**config.mk**
```make
export PLATFORM = sky130hd
export DESIGN_NAME = adder_arbiter
export DESIGN_NICKNAME = d
export VERILOG_FILES = /design/src/rtl/adder_arbiter.sv
export SDC_FILE = /design/constraint.sdc
export NUM_CORES = 1
export LEC_CHECK = 0
export CELL_PAD_IN_SITES_DETAIL_PLACEMENT = 1
export CELL_PAD_IN_SITES_GLOBAL_PLACEMENT = 2
export CORE_UTILIZATION = 31
export DETAILED_ROUTE_END_ITERATION = 8
export GPL_TIMING_DRIVEN = 0
export PLACE_DENSITY = 0.89
export SLEW_MARGIN = 20
export SYNTH_ARGS = -nofsm -noshare
export SYNTH_HDL_FRONTEND = slang
export SYNTH_SLANG_ARGS = --single-unit
```
**constraint.sdc**
```tcl
create_clock -name clk -period 8.5 [get_ports clk]
set_clock_uncertainty 0.1 [all_clocks]
set_input_delay 1.7 -clock clk [delete_from_list [all_inputs] [get_ports clk]]
set_output_delay 1.7 -clock clk [all_outputs]
set_load 0.005 [all_outputs]
```
**src/rtl/adder_arbiter.sv**
```systemverilog
// -----------------------------------------------------------------------------
// adder_arbiter
//   Time-shares one 11-bit ripple-carry adder between two requesters.
//   An accepted request produces its sum two cycles later. The sum is then
//   held until the consumer takes it, after which the block is free for the
//   next request.
//
//   Configuration macro: ADDER_ARB_RR_EN
//     defined   -> round-robin arbitration on contention
//     undefined -> fixed priority, requester 0 always wins (default build)
//
// Ports
//   clk         sole clock, rising edge
//   rst         synchronous active-high reset
//   req0_valid  requester 0 has an addition pending
//   req0_a/b    requester 0 operands (W bits)
//   req0_ready  requester 0 operands accepted this cycle
//   req1_*      same for requester 1
//   res_valid   result held on res_sum/res_id
//   res_ready   consumer accepts result this cycle
//   res_sum     unsigned sum, carry-out in MSB (W+1 bits)
//   res_id      requester that owns res_sum
// -----------------------------------------------------------------------------

// Shared 11-bit ripple-carry adder, carry-in tied to 0.
module adder_arbiter_rca11 (
   input  logic [10:0] a_i,
   input  logic [10:0] b_i,
   output logic [11:0] sum_o
);
   logic [11:0] carry;

   assign carry[0] = 1'b0;

   for (genvar i = 0; i < 11; i++) begin : g_fa
      assign sum_o[i]    = a_i[i] ^ b_i[i] ^ carry[i];
      assign carry[i+1]  = (a_i[i] & b_i[i]) | (carry[i] & (a_i[i] ^ b_i[i]));
   end

   assign sum_o[11] = carry[11];
endmodule

module adder_arbiter #(
   parameter int W = 11  // only 11 matches the shared adder
) (
   input  logic         clk,
   input  logic         rst,
   input  logic         req0_valid,
   input  logic [W-1:0] req0_a,
   input  logic [W-1:0] req0_b,
   output logic         req0_ready,
   input  logic         req1_valid,
   input  logic [W-1:0] req1_a,
   input  logic [W-1:0] req1_b,
   output logic         req1_ready,
   output logic         res_valid,
   input  logic         res_ready,
   output logic [W:0]   res_sum,
   output logic         res_id
);

   typedef enum logic [1:0] {
      IDLE = 2'd0,
      ADD  = 2'd1,
      HOLD = 2'd2
   } state_t;

   state_t       state_q;
   logic         res_valid_q;
   logic [W:0]   res_sum_q;
   logic         res_id_q;

   logic [W-1:0] op_a_q, op_a_d;
   logic [W-1:0] op_b_q, op_b_d;
   logic         op_id_q, op_id_d;

   logic         gnt0, gnt1, accept;
   logic [W:0]   adder_sum;

`ifdef ADDER_ARB_RR_EN
   // Requester favoured on the next contention.
   logic         ptr_q;
`endif

   // Grant is a same-cycle handshake: ready depends on valid while IDLE.
   // Holding it low during reset keeps reset cycles free of handshakes.
   always_comb begin
      // NOTE: every output of this block gets a default first so no path
      // leaves it unassigned, which would otherwise infer a latch.
      gnt0 = 1'b0;
      gnt1 = 1'b0;
      if (!rst && state_q == IDLE) begin
`ifdef ADDER_ARB_RR_EN
         if (req0_valid && req1_valid) begin
            gnt0 = ~ptr_q;
            gnt1 = ptr_q;
         end else begin
            gnt0 = req0_valid;
            gnt1 = req1_valid;
         end
`else
         gnt0 = req0_valid;
         gnt1 = req1_valid & ~req0_valid;
`endif
      end
   end

   assign accept     = gnt0 | gnt1;
   assign req0_ready = gnt0;
   assign req1_ready = gnt1;

   // Operand capture mux feeding the registers below.
   always_comb begin
      op_a_d  = gnt1 ? req1_a : req0_a;
      op_b_d  = gnt1 ? req1_b : req0_b;
      op_id_d = gnt1;
   end

   // NOTE: operand registers carry no reset; they are only consumed in ADD,
   // which is reachable solely through a grant that loads them first.
   always_ff @(posedge clk) begin
      if (accept) begin
         op_a_q  <= op_a_d;
         op_b_q  <= op_b_d;
         op_id_q <= op_id_d;
      end
   end

   adder_arbiter_rca11 u_rca (
      .a_i   (op_a_q),
      .b_i   (op_b_q),
      .sum_o (adder_sum)
   );

   // Control FSM with registered result outputs.
   always_ff @(posedge clk) begin
      // NOTE: non-blocking assignments so every register samples values from
      // before this edge, independent of statement order.
      if (rst) begin
         state_q     <= IDLE;
         res_valid_q <= 1'b0;
         res_sum_q   <= '0;
         res_id_q    <= 1'b0;
`ifdef ADDER_ARB_RR_EN
         ptr_q       <= 1'b0;
`endif
      end else begin
         case (state_q)
            IDLE: begin
               if (accept) begin
                  state_q <= ADD;
`ifdef ADDER_ARB_RR_EN
                  // Favour the requester that was not just served.
                  ptr_q   <= gnt0;
`endif
               end
            end
            ADD: begin
               res_sum_q   <= adder_sum;
               res_id_q    <= op_id_q;
               res_valid_q <= 1'b1;
               state_q     <= HOLD;
            end
            HOLD: begin
               if (res_ready) begin
                  res_valid_q <= 1'b0;
                  state_q     <= IDLE;
               end
            end
            default: begin
               res_valid_q <= 1'b0;
               state_q     <= IDLE;
            end
         endcase
      end
   end

   assign res_valid = res_valid_q;
   assign res_sum   = res_sum_q;
   assign res_id    = res_id_q;

endmodule

```
Yosys cells after proc, flatten, opt, wreduce, memory -nomap -nowiden. Cells that the tools add are included.

Reductions and logical operators: 5. Bitwise logic cells: 56. Multiplexer cells: 9. Equal/unequal tests: 4.

Operators with widths (number): $and 1x1->1 (22); $mux 11 (2); $xor 1x1->1 (21); $or 1x1->1 (11); $pmux 2 s3 (1); $mux 2 (2); $ne 2x2->1 const B (2); $reduce_and 2->1 (2); $mux 1 (3); $pmux 1 s3 (1); $eq 2x1->1 const B (1); $eq 2x2->1 const B (1); $logic_not 2->1 (1); $not 1->1 (2); $logic_and 1x1->1 (1); $logic_not 1->1 (1).

Register bits after elaboration: 39. Output and inout bits: 16. Logic and storage cells: 81. Bits of input ports: 49.

Logic depth before layout (Yosys ltp). Gate-level depths: netlist of run 1.

Word-level depth: 21. Mapped depth: 15.

By module. Synthesis of run 1 repeated with hierarchy kept, for this count alone.

Cell total of the unflattened synthesis: 141. Area, all modules: 1885.6 um^2.

By module, submodules not included: adder_arbiter (times used 1, area each 1635.3 um^2, cells each 120, sequential area each 1011.0 um^2); adder_arbiter_rca11 (times used 1, area each 250.2 um^2, cells each 21, sequential area each 0.0 um^2).

Worst setup path after synthesis of run 1. Ideal clock, no wire load.

Kind: register to register. Start: reg op_a_q[0]. End: reg res_sum_q[10] (netlist: res_sum[10]). Period minus slack after synthesis: 4.604 ns. Arrival time: 4.418 ns. Setup time: 0.086 ns. Slack: 3.896 ns. Cell stages (with the launch flop): 16. Data required time: 8.314 ns. Path through: edfxtp_1 ha_1 inv_1 fa_1 inv_1 fa_1 fa_1 fa_1 fa_1 fa_1 fa_1 fa_1 fa_1 inv_1 fa_1 a211oi_1.

Longest elaborated chain between the ends: 20.

Ends and longest elaborated chain: start: declaration (RTL line 73) `logic [W-1:0] op_a_q, op_a_d;`; start signal: assignment (RTL line 123) `op_a_q <= op_a_d;`; $and 1x1->1 (2 in series) (RTL line 37) `assign carry[i+1] = (a_i[i] & b_i[i]) | (carry[i] & (a_i[i] ^ b_i[i]));`; $or 1x1->1 (RTL line 37); $and 1x1->1 (RTL line 37); $or 1x1->1 (RTL line 37); $and 1x1->1 (RTL line 37); $or 1x1->1 (RTL line 37); $and 1x1->1 (RTL line 37); $or 1x1->1 (RTL line 37); [3 not listed]; $or 1x1->1 (RTL line 37); $and 1x1->1 (RTL line 37); $or 1x1->1 (RTL line 37); $and 1x1->1 (RTL line 37); $or 1x1->1 (RTL line 37); $and 1x1->1 (RTL line 37); $or 1x1->1 (RTL line 37); $xor 1x1->1 (RTL line 36) `assign sum_o[i] = a_i[i] ^ b_i[i] ^ carry[i];`; end signal: assignment (RTL line 159) `res_sum_q <= adder_sum;`; end: declaration (RTL line 70) `logic [W:0] res_sum_q;`.

No other way between the ends. A chain may end at the register's enable or synchronous reset.

Final worst setup path of run 1.
Start: in req1_valid. End: out req1_ready.

Longest elaborated chain between the ends: 2.

Ends and longest elaborated chain: start: declaration (RTL line 52) `input logic req1_valid,`; $and 1x1->1 (RTL line 103) `gnt1 = req1_valid & ~req0_valid;`; $mux 1 (RTL line 92) `if (!rst && state_q == IDLE) begin`; end: declaration (RTL line 55) `output logic req1_ready,`.

No other way between the ends.

==> impl_metrics.csv, run 1 <==
group,metric,value,unit
cts,clkSinkCount,39,
cts,clk_path_buf_depth,2,
timing,finalCriticalPeriod,4950,ps
cts,htreeDepth,2,
synth,synth_area_leader_cell,"edfxtp_1",
timing,finalCritPeriodShare,0.583,
global_route,grt_overflow,0,
place,port_buffers,63,
synth,netlist_area,1870,sq um
setup_path,end_kind,"primary output",
synth,synth_nets,196,
synth,yosysMostFrequentCell,"edfxtp_1",
global_route,grt_max_degree,24,
floorplan,die_h,79.8,um
floorplan,num_rows,27,
setup_path,reg2reg_to,"res_sum[10]",
power,p_int,0.330,mW
layout,fin_util,0.472,
layout,n_antenna_cell,0,
route,routed_via_density,4.32,
synth,synth_edf_count,23,
floorplan,die_x,79.8,um
timing,slew_viol_final,0,
timing,fin_ws,3550,ps
route,routedWlPerCell,13.4,um
setup_path,worstSetupPathType,"in2out",
power,clkPwrFrac,0.277,
setup_path,rrSetupSlack,3650,ps
hold_path,hold_depth,2,
cts,cts_buffers,5,
setup_path,rr_worst_depth,15,
hold_path,hold_path_end,"res_sum[5]",
run_status,status,"completed",
layout,syn_to_final_growth,42.9,%
power,power.switching,0.107,mW
setup_path,cp_data_arrival_time,3150,ps
route,drtPass1Iterations,4,
place,finalWeightedCongestion,0.668,
timing,relSlewSlack,0.353,
synth,synthCells,136,
route,drc_errors,0,
floorplan,coreArea,5680,sq um
layout,fin_nets,266,
route,antenna_left,0,
route,dr.first_iter.drc_count,58,
floorplan,initial_core_util,0.330,
global_route,grt_pass1_vias,1312,
power,p_leak,1.06,nW
place,hpwlAfterDp,2.96,mm
hold_path,hold_start,"res_sum[5]",
global_route,grt_pass1_wl,6.31,mm
setup_path,cp-startpoint,"req1_valid",
setup_path,start_kind,"input port",
timing,hold_viol_final,0,
global_route,track_usage,0.137,
cts,cts_tree,"yes",
cts,cts_hold_buf,0,
cts,cts_setup_buffers,0,
synth,netlist.area_leader.share,0.368,
power,peakVddDrop,51.8,uV
layout,layout-drive-gt1-share,0.179,
cts,cts_repair_resize_count,0,
timing,hold_slack,357,ps
timing,setup_viol,0,
route,totalWireLength,3.73,mm
timing,max_freq,0.202,GHz
synth,yosys_register_bits,39,
setup_path,timing.rr.start,"op_a_q[0]",
floorplan,ios,65,
place,dpl_worst_slack,3540,ps
power,swShare,0.245,
cts,clk_pin_slew,70,ps
synth,ys_warn_count,0,
setup_path,worst_ep_required_time,6700,ps
synth,synthTopCellsByCount,"edfxtp_1, nand2_1, mux2_4, dfxtp_1, a21oi_1",
flow_run,maxCapViolCount,0,
power,power_per_cell_area,163,nW/um^2
hold_path,hold_path.class,"reg2reg",
cts,clk_latency,290,ps
timing,finalSetupTns,0,ps
timing,worstMarginPinSlew,970,ps
power,pwr-share-seq,0.516,
floorplan,die_area,6360,sq um
synth,synth_flop_cell,"edfxtp_1",
power,p_comb_frac,0.206,
cts,root_buffer,"clkbuf_8",
synth,syn_area_per_cell,13.8,sq um
timing,rsz0062_at_grt,"false",
synth,synth-seq-area-share,0.539,
synth,async_flop_share,0,
route,route.vias.total,1206,
setup_path,path_max_fanout,10,
synth,synth_area_leaders,"edfxtp_1, dfxtp_1, mux2_4",
synth,ys_types,21,
global_route,antenna_found_initial,0,
layout by cell type, fill, tap and decap left out:
cell type        instances
a211oi_1                 3
a21oi_1                 11
and2_1                   1
buf_2                    3
buf_6                    2
clkbuf_1                 2
clkbuf_8                 5
clkdlybuf4s50_1         63
clkinv_2                 3
dfxtp_1                 16
edfxtp_1                23
fa_1                    10
ha_1                     1
inv_1                    8
mux2_2                   3
mux2_4                  19
nand2_1                 20
nand2b_1                 1
nand3b_4                 1
nor2_1                   6
nor2b_1                  2
nor3_1                   1
nor3_4                   1
o21a_1                   2
cell type report:
type | count | area, sq um
timing repair buffer | 63 | 631
tap | 72 | 90.1
multi-input combinational | 82 | 788
clock inverter | 3 | 15.0
sequential | 39 | 1010
inverter | 8 | 30.0
fill | 599 | 3000
clock buffer | 5 | 68.8
buffer | 7 | 45.0
layer usage:
metal	vias to the layer above	track usage	part of all wire
met3	6	0.0354	0.041
met5	-	0	0
li1	604	-	-
met2	39	0.227	0.50
met4	0	0.0643	0.023
met1	557	0.164	0.44
critical path, stage by stage:
cell             delay [ps]
clkdlybuf4s50_1         550
nand3b_4                140
buf_6                   190
inv_1                    70
clkdlybuf4s50_1         490
cells by family (layout without fill, tap and decap cells):
kind of cell / count (synthesis) / in the layout / share of synthesized area
compound gates: 16 / 16 / 0.0494
fa+ha+maj: 11 / 11 / 0.113
buf+inv: 15 / 86 / 0.0401
simple gates: 33 / 33 / 0.0875
flops: 39 / 39 / 0.539
mux: 22 / 22 / 0.170
flip-flops by register name, indices dropped and copies added (netlist names):
register,cells
res_sum,12
op_a_q,11
op_b_q,11
state_q,2
op_id_q,1
res_id,1
res_valid,1
metrics by stage:
step | area [sq um] | power [mW] | std cells
2_1_floorplan | 1870 | 0.273 | 136
3_3_place_gp | 2590 | 0.319 | 271
3_5_place_dp | 2590 | 0.322 | 271
4_1_cts | 2680 | 0.444 | 279
5_1_grt | 2680 | 0.460 | 279
6_report | 2680 | 0.437 | 279
worst max path at each step:
stage / to / slack (ps) / cells after the start
6_report: req1_ready / 3550 / 5
5_1_grt: res_sum[10] / 3410 / 15
4_1_cts: req1_ready / 3530 / 5
3_5_place_dp: req1_ready / 3540 / 5
3_3_place_gp: req1_ready / 3550 / 5
2_1_floorplan: res_sum[10] / 3900 / 15
power groups by stage:
stage / clock network (mW) / logic, mW / registers, mW
finish: 0.121 / 0.0901 / 0.226
global route: 0.131 / 0.101 / 0.228
CTS: 0.125 / 0.0922 / 0.226
detailed placement: 0 / 0.0918 / 0.230
global placement: 0 / 0.0898 / 0.230
floorplan: 0 / 0.0436 / 0.229
Power figures use the tool's default switching activity.
==> inputs of run 2 (changes only) <==
--- a/config.mk
+++ b/config.mk
@@ -7,10 +7,10 @@
 export LEC_CHECK = 0
 export CELL_PAD_IN_SITES_DETAIL_PLACEMENT = 1
 export CELL_PAD_IN_SITES_GLOBAL_PLACEMENT = 2
-export CORE_UTILIZATION = 31
+export CORE_UTILIZATION = 26
 export DETAILED_ROUTE_END_ITERATION = 8
 export GPL_TIMING_DRIVEN = 0
-export PLACE_DENSITY = 0.89
+export PLACE_DENSITY = 0.8
 export SLEW_MARGIN = 20
 export SYNTH_ARGS = -nofsm -noshare
 export SYNTH_HDL_FRONTEND = slang
==> constraint.sdc (replaced) <==
create_clock -name clk -period 4.1 [get_ports clk]
set_clock_uncertainty 0.1 [all_clocks]
set_input_delay 0.82 -clock clk [delete_from_list [all_inputs] [get_ports clk]]
set_output_delay 0.82 -clock clk [all_outputs]
set_load 0.005 [all_outputs]
==> run 2 against run 1 <==
Net effect:
- design area grew 3.6%
- register-to-register slack lost 4100 ps
- the flow now finishes with violations (setup timing)
- global-route usage shrank 2.8 points
- clock power grew to 2.7 times the previous value
- sequential cell count is the same
- setup slack lost 4000 ps
==> impl_metrics.csv, run 2 (same netlist as run 1, synthesis figures left out) <==
group,metric,value,unit
layout,largest_reg_flops,12,
route,drc_errors,0,
power,power.total,0.995,mW
global_route,gr-usage-met1,0.130,
route,routedWlPerCell,12.3,um
global_route,grt_overflow,0,
route,route.vias.total,1233,
timing,fin_ws,-428,ps
hold_path,hold_path.class,"reg2reg",
timing,finalCriticalPeriod,4530,ps
hold_path,hold_depth,2,
setup_path,cp_data_arrival_time,4640,ps
cts,clkSinkCount,39,
timing,relSlewSlack,0.335,
power,p_comb_frac,0.198,
global_route,grt_pass1_vias,1226,
timing,worstMarginPinSlew,998,ps
layout,fin_nets,266,
setup_path,path_max_fanout,1,
route,dr.first_iter.drc_count,35,
layout,final_common_cell,"clkdlybuf4s50_1",
timing,finalSetupTns,-617,ps
power,pwr-share-seq,0.471,
setup_path,start_kind,"flip-flop",
cts,clk_latency,290,ps
route,antenna_left,0,
timing,hold_viol_final,0,
cts,clk_pin_slew,80,ps
power,swShare,0.226,
setup_path,worstSetupPathType,"reg2reg",
power,clkPwrFrac,0.331,
floorplan,initial_core_util,0.273,
power,power.switching,0.225,mW
global_route,antenna_found_initial,0,
floorplan,coreArea,6870,sq um
flow_run,maxCapViolCount,0,
cts,clk_path_buf_depth,2,
setup_path,rrSetupSlack,-430,ps
floorplan,ios,65,
timing,slew_viol_final,0,
route,totalWireLength,3.73,mm
route,drtPass1Iterations,3,
cts,cts_buffers,5,
run_status,status,"finished, violations left",
setup_path,rr_worst_depth,15,
floorplan,die_x,86.9,um
layout,n_antenna_cell,0,
route,routed_via_density,4.07,
hold_path,hold_start,"res_sum[6]",
setup_path,timing.rr.start,"op_a_q[0]",
layout,fin_util,0.404,
place,finalWeightedCongestion,0.702,
cts,htreeDepth,2,
floorplan,num_rows,30,
global_route,use_met2,0.180,
global_route,track_usage,0.109,
floorplan,die_h,86.9,um
timing,hold_slack,358,ps
power,p_int,0.770,mW
setup_path,reg2reg_to,"res_sum[10]",
cts,root_buffer,"clkbuf_8",
run_status,violations,"setup timing",
cts,cts_tree,"yes",
hold_path,hold_path_end,"res_sum[6]",
timing,max_freq,0.221,GHz
setup_path,end_kind,"flip-flop",
layout,layout-drive-gt1-share,0.251,
cts,cts_setup_buffers,0,
setup_path,worst_ep_required_time,4220,ps
timing,finalCritPeriodShare,1.10,
timing,rsz0062_at_grt,"true",
global_route,grt_use_met3,0.0332,
layout,syn_to_final_growth,48.1,%
global_route,grt_max_degree,24,
cts,cts_hold_buf,0,
place,dp_cells,295,
place,port_buffers,63,
global_route,top_usage_layer,"met2",
global_route,grt_pass1_wl,5.98,mm
floorplan,die_area,7550,sq um
power,power_per_cell_area,358,nW/um^2
timing,setup_viol,3,
layout,fin_cells,303,
layout,layout_common_cells,"clkdlybuf4s50_1, edfxtp_1, nand2_1",
place,hpwlAfterDp,2.97,mm
power,peakVddDrop,146,uV
power,p_leak,1.07,nW
## run 2: critical path: stages (launching register included)
cell	delay (ps)
edfxtp_1	370
ha_2	190
inv_2	50
fa_2	190
inv_2	40
fa_2	350
fa_2	370
fa_2	350
fa_2	350
fa_2	350
fa_2	360
fa_2	370
fa_2	340
inv_2	70
fa_2	430
a211oi_2	180
## run 2: worst max-delay path by stage
stage	start	to	slack, ps	cells past startpoint
3_3_place_gp	op_a_q[0]	res_sum[10]	-450	15
4_1_cts	op_a_q[0]	res_sum[10]	-460	15
2_1_floorplan	op_a_q[0]	res_sum[10]	-250	15
3_5_place_dp	op_b_q[0]	res_sum[10]	-520	15
5_1_grt	op_a_q[0]	res_sum[10]	-580	15
6_report	op_a_q[0]	res_sum[10]	-430	15
## run 2: power groups by stage
| stage | registers (mW) | logic, mW | clock network (mW) |
|---|---|---|---|
| 6_report | 0.469 | 0.197 | 0.330 |
| 5_1_grt | 0.473 | 0.217 | 0.362 |
| 4_1_cts | 0.469 | 0.202 | 0.344 |
| 3_5_place_dp | 0.478 | 0.197 | 0 |
| 3_3_place_gp | 0.476 | 0.192 | 0 |
| 2_1_floorplan | 0.476 | 0.0924 | 0 |
## run 2: stage by stage
step	area [sq um]	setup WS (ps)
final	2780	-428
after detailed placement	2640	-523
after floorplan	1890	-249
after global routing	2780	-577
after global placement	2640	-451
after CTS	2780	-460
## run 2: metal layers
layer  part of all wire  vias up
met5                  0        -
met4              0.018        0
met2               0.52       39
li1                   -      600
met3              0.058        6
met1               0.41      588
## run 2: cell type report
cell class | instances | area, sq um
inverter | 8 | 30.0
multi-input combinational | 82 | 821
clock inverter | 2 | 35.0
buffer | 7 | 45.0
sequential | 39 | 1010
timing repair buffer | 63 | 631
clock buffer | 6 | 82.6
fill | 746 | 4090
tap | 96 | 120
## run 2: timing repair
item,4_1_cts,5_1_grt
resized for setup,8,0
endpoints found under the setup margin,3,3
gates cloned,0,0
